--- src/rtl/fsm_seq_10010_pkg.sv ---
// rtl/fsm_seq_10010_pkg.sv - shared state encodings and pattern constant for the 10010 detector
// Contents: SEQ_PATTERN, mealy_state_t (codes 0..4), moore_state_t (codes 0..5).
package fsm_seq_10010_pkg;

    // Pattern to detect, first-received bit in the MSB.
    localparam logic [4:0] SEQ_PATTERN = 5'b10010;

    // Each state name is the longest pattern prefix seen so far.
    typedef enum logic [2:0] {
        M_IDLE = 3'd0,
        M_1    = 3'd1,
        M_10   = 3'd2,
        M_100  = 3'd3,
        M_1001 = 3'd4
    } mealy_state_t;

    // The Moore machine needs one extra state to hold the hit for a cycle.
    typedef enum logic [2:0] {
        S_IDLE = 3'd0,
        S_1    = 3'd1,
        S_10   = 3'd2,
        S_100  = 3'd3,
        S_1001 = 3'd4,
        S_HIT  = 3'd5
    } moore_state_t;

endpackage

--- src/rtl/fsm_seq_10010_mealy.sv ---
// rtl/fsm_seq_10010_mealy.sv - Mealy detector for serial pattern 10010
// Ports: clk, rst_n (async active-low), x (serial bit), z (hit on the final 0, same cycle).
module fsm_seq_10010_mealy
    import fsm_seq_10010_pkg::*;
#(
    parameter int OVERLAP = 1
) (
    input  logic clk,
    input  logic rst_n,
    input  logic x,
    output logic z
);

    mealy_state_t state;
    mealy_state_t state_next;

    always_ff @(posedge clk or negedge rst_n) begin
        if (!rst_n) begin
            state <= M_IDLE;
        end else begin
            state <= state_next;
        end
    end

    always_comb begin
        state_next = M_IDLE;
        case (state)
            M_IDLE:  state_next = x ? M_1 : M_IDLE;
            M_1:     state_next = x ? M_1 : M_10;
            M_10:    state_next = x ? M_1 : M_100;
            M_100:   state_next = x ? M_1001 : M_IDLE;
            // After a hit, the trailing "10" is reusable as a new prefix when overlapping.
            M_1001:  state_next = x ? M_1 : ((OVERLAP != 0) ? M_10 : M_IDLE);
            default: state_next = M_IDLE;
        endcase
    end

    always_comb begin
        z = 1'b0;
        if (state == M_1001 && !x) begin
            z = 1'b1;
        end
    end

endmodule

--- src/rtl/fsm_seq_10010_moore.sv ---
// rtl/fsm_seq_10010_moore.sv - Moore detector for serial pattern 10010
// Ports: clk, rst_n (async active-low), x (serial bit), z (high for one cycle after the final 0).
module fsm_seq_10010_moore
    import fsm_seq_10010_pkg::*;
#(
    parameter int OVERLAP = 1
) (
    input  logic clk,
    input  logic rst_n,
    input  logic x,
    output logic z
);

    moore_state_t state;
    moore_state_t state_next;

    always_ff @(posedge clk or negedge rst_n) begin
        if (!rst_n) begin
            state <= S_IDLE;
        end else begin
            state <= state_next;
        end
    end

    always_comb begin
        state_next = S_IDLE;
        case (state)
            S_IDLE:  state_next = x ? S_1 : S_IDLE;
            S_1:     state_next = x ? S_1 : S_10;
            S_10:    state_next = x ? S_1 : S_100;
            S_100:   state_next = x ? S_1001 : S_IDLE;
            S_1001:  state_next = x ? S_1 : S_HIT;
            // S_HIT already holds "10"; one more 0 makes the "100" prefix of the next hit.
            S_HIT:   state_next = x ? S_1 : ((OVERLAP != 0) ? S_100 : S_IDLE);
            default: state_next = S_IDLE;
        endcase
    end

    always_comb begin
        z = 1'b0;
        if (state == S_HIT) begin
            z = 1'b1;
        end
    end

endmodule

--- src/rtl/fsm_seq_10010.sv ---
// rtl/fsm_seq_10010.sv - serial 10010 detector with Mealy and Moore flags
// Ports: clk, rst_n (async active-low), x (serial bit), z_mealy (same-cycle hit), z_moore (registered hit).
module fsm_seq_10010
    import fsm_seq_10010_pkg::*;
#(
    parameter int OVERLAP = 1
) (
    input  logic clk,
    input  logic rst_n,
    input  logic x,
    output logic z_mealy,
    output logic z_moore
);

    fsm_seq_10010_mealy #(
        .OVERLAP(OVERLAP)
    ) u_mealy (
        .clk   (clk),
        .rst_n (rst_n),
        .x     (x),
        .z     (z_mealy)
    );

    fsm_seq_10010_moore #(
        .OVERLAP(OVERLAP)
    ) u_moore (
        .clk   (clk),
        .rst_n (rst_n),
        .x     (x),
        .z     (z_moore)
    );

endmodule

--- config.mk ---
export PLATFORM = sky130hd
export DESIGN_NAME = fsm_seq_10010
export DESIGN_NICKNAME = d
export VERILOG_FILES = /design/src/rtl/fsm_seq_10010_pkg.sv /design/src/rtl/fsm_seq_10010_mealy.sv /design/src/rtl/fsm_seq_10010_moore.sv /design/src/rtl/fsm_seq_10010.sv
export SDC_FILE = /design/constraint.sdc
export NUM_CORES = 1
export LEC_CHECK = 0
export ABC_AREA = 1
export ABC_CLOCK_PERIOD_IN_PS = 1210
export CORE_AREA = 2 2 39 41
export DETAILED_ROUTE_END_ITERATION = 7
export DIE_AREA = 0 0 41 43
export PLACE_DENSITY = 0.41
export SLEW_MARGIN = 20
export SYNTH_ARGS = -nofsm -noshare
export SYNTH_HDL_FRONTEND = slang
export SYNTH_SLANG_ARGS = --single-unit
--- constraint.sdc ---
create_clock -name clk -period 1.21 [get_ports clk]
set_clock_uncertainty 0.15 [all_clocks]
set_input_delay 0.242 -clock clk [delete_from_list [all_inputs] [get_ports clk]]
set_output_delay 0.242 -clock clk [all_outputs]
set_load 0.02 [all_outputs]
* Word level (Yosys, flattened, before mapping) *
Cells that the tools add are included.

operators by class
  equality and inequality tests = 9
  reductions and logical operators = 6
  multiplexer cells = 9

operators by type and width
  kind                                                                    number
  3-bit case mux with 5 select lines                                      1
  3-bit by 2-bit equality test with 1-bit output (second input constant)  4
  3-bit case mux with 4 select lines                                      1
  3-bit equality test (second input constant)                             3
  3-bit by 1-bit equality test with 1-bit output (second input constant)  2
  3-bit logical NOT                                                       2
  3-bit 2-to-1 mux                                                        2
  2-bit 2-to-1 mux                                                        2
  2-bit OR reduction                                                      2
  1-bit 2-to-1 mux                                                        3
  1-bit logical AND                                                       1
  1-bit logical NOT                                                       1

word-level totals
  input port bits = 3
  output and inout bits = 2
  bits in registers = 6
  logic and storage cells = 26

* Depth between registers and ports, before layout *
  depth after elaboration = 3
  depth in mapped cells = 4
  gate-level depth less buffers = 4

* Modules after synthesis *
A second synthesis with hierarchy kept.

unflattened totals
  cell total of the unflattened synthesis = 34
  area total of the unflattened synthesis = 286.5 sq um

by module, submodules not included
  module               area each (sq um)  times used  cells each  seq. area each (sq um)
  fsm_seq_10010_mealy  143.9              1           18          75.1
  fsm_seq_10010_moore  142.6              1           16          75.1

* Worst setup path after synthesis *
Ideal clock, no wire load.

  kind = register to output
  start = reg u_moore.state[1]
  end = out z_moore
  arrival time = 785 ps
  setup slack = 33 ps
  buffers on the path = 0
  required time = 818 ps
  stages on the path, launching flop included = 4
  cell sequence = dfrtp_1 inv_1 nand2_1 nor2_1

on the way
  cells in the longest elaborated chain, start to end = 2

RTL lines
  what                    line                       text
  from (decl)             fsm_seq_10010_moore.sv:14  moore_state_t state;
  from (signal assigned)  fsm_seq_10010_moore.sv:21  state <= state_next;
  3-bit equality test     fsm_seq_10010_moore.sv:41  if (state == S_HIT) begin
  1-bit 2-to-1 mux        fsm_seq_10010_moore.sv:41
  to (decl)               fsm_seq_10010.sv:12        output logic z_moore

No other way between the ends.

* Worst setup path after layout *
  start = reg u_mealy.state[0]
  end = out z_mealy

on the way
  cells in the longest elaborated chain, start to end = 3

RTL lines
  what                    line                       text
  from (decl)             fsm_seq_10010_mealy.sv:14  mealy_state_t state;
  from (signal assigned)  fsm_seq_10010_mealy.sv:21  state <= state_next;
  3-bit equality test     fsm_seq_10010_mealy.sv:40  if (state == M_1001 && !x) begin
  1-bit logical AND       fsm_seq_10010_mealy.sv:40
  1-bit 2-to-1 mux        fsm_seq_10010_mealy.sv:40
  to (decl)               fsm_seq_10010.sv:11        output logic z_mealy,

No other way between the ends.

==> results <==
power by group through the flow:
stage,sequential [W],clock [W],combinational [W]
2_1_floorplan,0.000301,0,0.000134
3_3_place_gp,0.000297,0,0.000279
3_5_place_dp,0.000302,0,0.000300
4_1_cts,0.000297,0.000191,0.000327
5_1_grt,0.000308,0.000196,0.000392
6_report,0.000300,0.000182,0.000352
cell families after synthesis:
family / count (synthesis) / synth area share
buffers and inverters: 7 / 0.0977
AO/OA/AOI/OAI: 4 / 0.0883
flip-flops: 6 / 0.558
AND/OR/NAND/NOR: 14 / 0.256
placed cells by master, fill, tap and decap left out, types with 2 or more instances in the layout:
master / synthesis / final
buf_4: 0 / 13
dfrtp_1: 6 / 6
nand2_1: 6 / 5
inv_1: 6 / 4
inv_2: 1 / 3
nand4_1: 3 / 3
clkbuf_4: 0 / 3
nand3_1: 2 / 2
nor2_1: 2 / 2
critical path, delay by kind of cell (launching register included):
kind | cells | cell delay, ns
DFF | 1 | 0.38
buffers and inverters | 3 | 0.26
and+or+nand+nor | 1 | 0.12
sequential cells by signal, summed over array words and instances (netlist names):
name           flops
u_moore.state      3
u_mealy.state      3
per-layer routing:
metal,vias up,track usage,share of wire
met5,-,0,0
met4,0,0.0600,0
met3,0,0.0471,0.067
met2,5,0.150,0.51
met1,122,0.103,0.42
li1,138,-,-
through the flow:
| step | instance area (sq um) | utilization | instances |
|---|---|---|---|
| 3_5_place_dp | 404 | 0.292 | 61 |
| 6_report | 442 | 0.319 | 66 |
| 3_3_place_gp | 404 | 0.292 | 61 |
| 4_1_cts | 432 | 0.312 | 65 |
| 2_1_floorplan | 269 | - | 31 |
| 5_1_grt | 442 | 0.319 | 66 |
synthesized netlist by cell type:
cell type and n:
o21ai_1 1, inv_2 1, nand2_1 6, a21oi_2 1, nor2_1 2, o21ai_0 1, dfrtp_1 6, nand4_1 3
inv_1 6, nand3_1 2, nor3_2 1, a21oi_1 1
repair_timing:
item / in CTS / in global routing
setup buffers: 1 / 1
endpoints found under the setup margin: 2 / 2
pin swaps: 1 / 1
resized for setup: 13 / 2
worst paths after layout:
kind	cells past startpoint	start	slack, ns	to
max in group asynchronous	1	rst_n	0.59	u_mealy.state[0]
worst min register to register	2	u_mealy.state[2]	0.40	u_mealy.state[2]
min in group clk	3	x	0.31	u_moore.state[1]
worst min-delay path	1	rst_n	0.09	u_moore.state[0]
worst max register to register	5	u_mealy.state[1]	0.04	u_mealy.state[0]
worst max-delay path	4	u_mealy.state[0]	-0.19	z_mealy
layout make-up:
cell class              count  share of cell area
flip-flops and latches      6               0.340
repair buffers             16               0.289
multi-input cells          18               0.215
inverters                   7              0.0595
clock buffers               3              0.0510
well taps                  16              0.0453
==> run metrics <==
outcome finished, violations left; failing checks setup timing; worst slew pin tran 0.277 ns; post-detail-place hpwl 550 um; Yosys reg bits 6; post-layout worst setup margin -0.187 ns; Setup TNS -0.340 ns; internal power 0.000564 W; Max-cap violations 0; via count 265; slew margin rel. 0.815; syn_area_per_cell 8.68 sq um; CTS max path bufs 2; Final #Nets 55; filler cell count 152; Total GRT Usage 0.0985; RSZ-0062 raised after global routing true; register area share after synthesis 0.558; CORE AREA 0.00138 sq mm; initial antenna violation count 0; clk sink count 6; Post-Syn Instances 31; max-slew violations 0; dpl ws -0.724 ns; full die area 0.00176 sq mm; diode count 0; Pwr Density 1890 mW/mm^2; htree depth 1; CTS root buf clkbuf_4; synth warn 0; Mapped Nets 34; Initial Util 0.194; chip height 43 um; Cell Area, Synth 269 sq um; Worst path max stage delay 0.38 ns; clock latency on the worst-skew pair 0.24 ns; total I/O pin count 5; TritonCTS Buffers 3; Worst path slowest cell dfrtp_1; CP cell instances inv_2, nand4_1, inv_1, buf_6; share of power burned in registers 0.360; Final Hold Fails 0; Min-Delay Path Class primary input to async pin; clock group share of total power 0.218; drt wl/cell 10.2 um; WP data arrival 1.00 ns; Area Overhead vs Synth 64.2%; clock period minus final worst setup slack 1.40 ns; share of the synthesized area in the top cell type 0.558; most area-hungry cell type in the Yosys netlist dfrtp_1; Final ANT Viol Nets 0; share of layout cells above drive strength 1 0.460; Placer Congestion 0.559; clock slew seen by the registers of the worst setup and hold paths 0.05 ns; WS Path Type flip-flop to output port; total wire length 671 um; std cell rows 14; largest net degree at the start of global routing 7; Tcrit/Tclk final 1.15; top cells by area, synth dfrtp_1 (56%), inv_1 (8.4%), nand2_1 (8.4%); area taken by multi-input logic gates 95.1 sq um; Worst Path Required 0.82 ns; Psw 0.000270 W; final-report setup violation count 2; Die Wd 41 um; TritonCTS clock tree done; hold_buf cts 0; Gate power share 0.422; DRC 0; vias in the first global route 259; critical path fanouts, max 2; Sw Share 0.324; remaining global-route overflow 0; Reg area 150 sq um; Yosys cell types 12; upper clock frequency limit 716 MHz; number of vias per cell 4.02; Fin Hold WS 0.0888 ns; maximum VDD drop 0.000802 V; crit path launch type flip-flop; leak pwr 0.242 nW; I/O Buffers 4; DRT iter0 DRCs 1; endpoint class of the critical path output port; DRT Pass-1 Iters 2; first-pass GRT wire length 1080 um; Power, Total 0.000835 W
No activity file was read; power rests on OpenSTA's default activity.
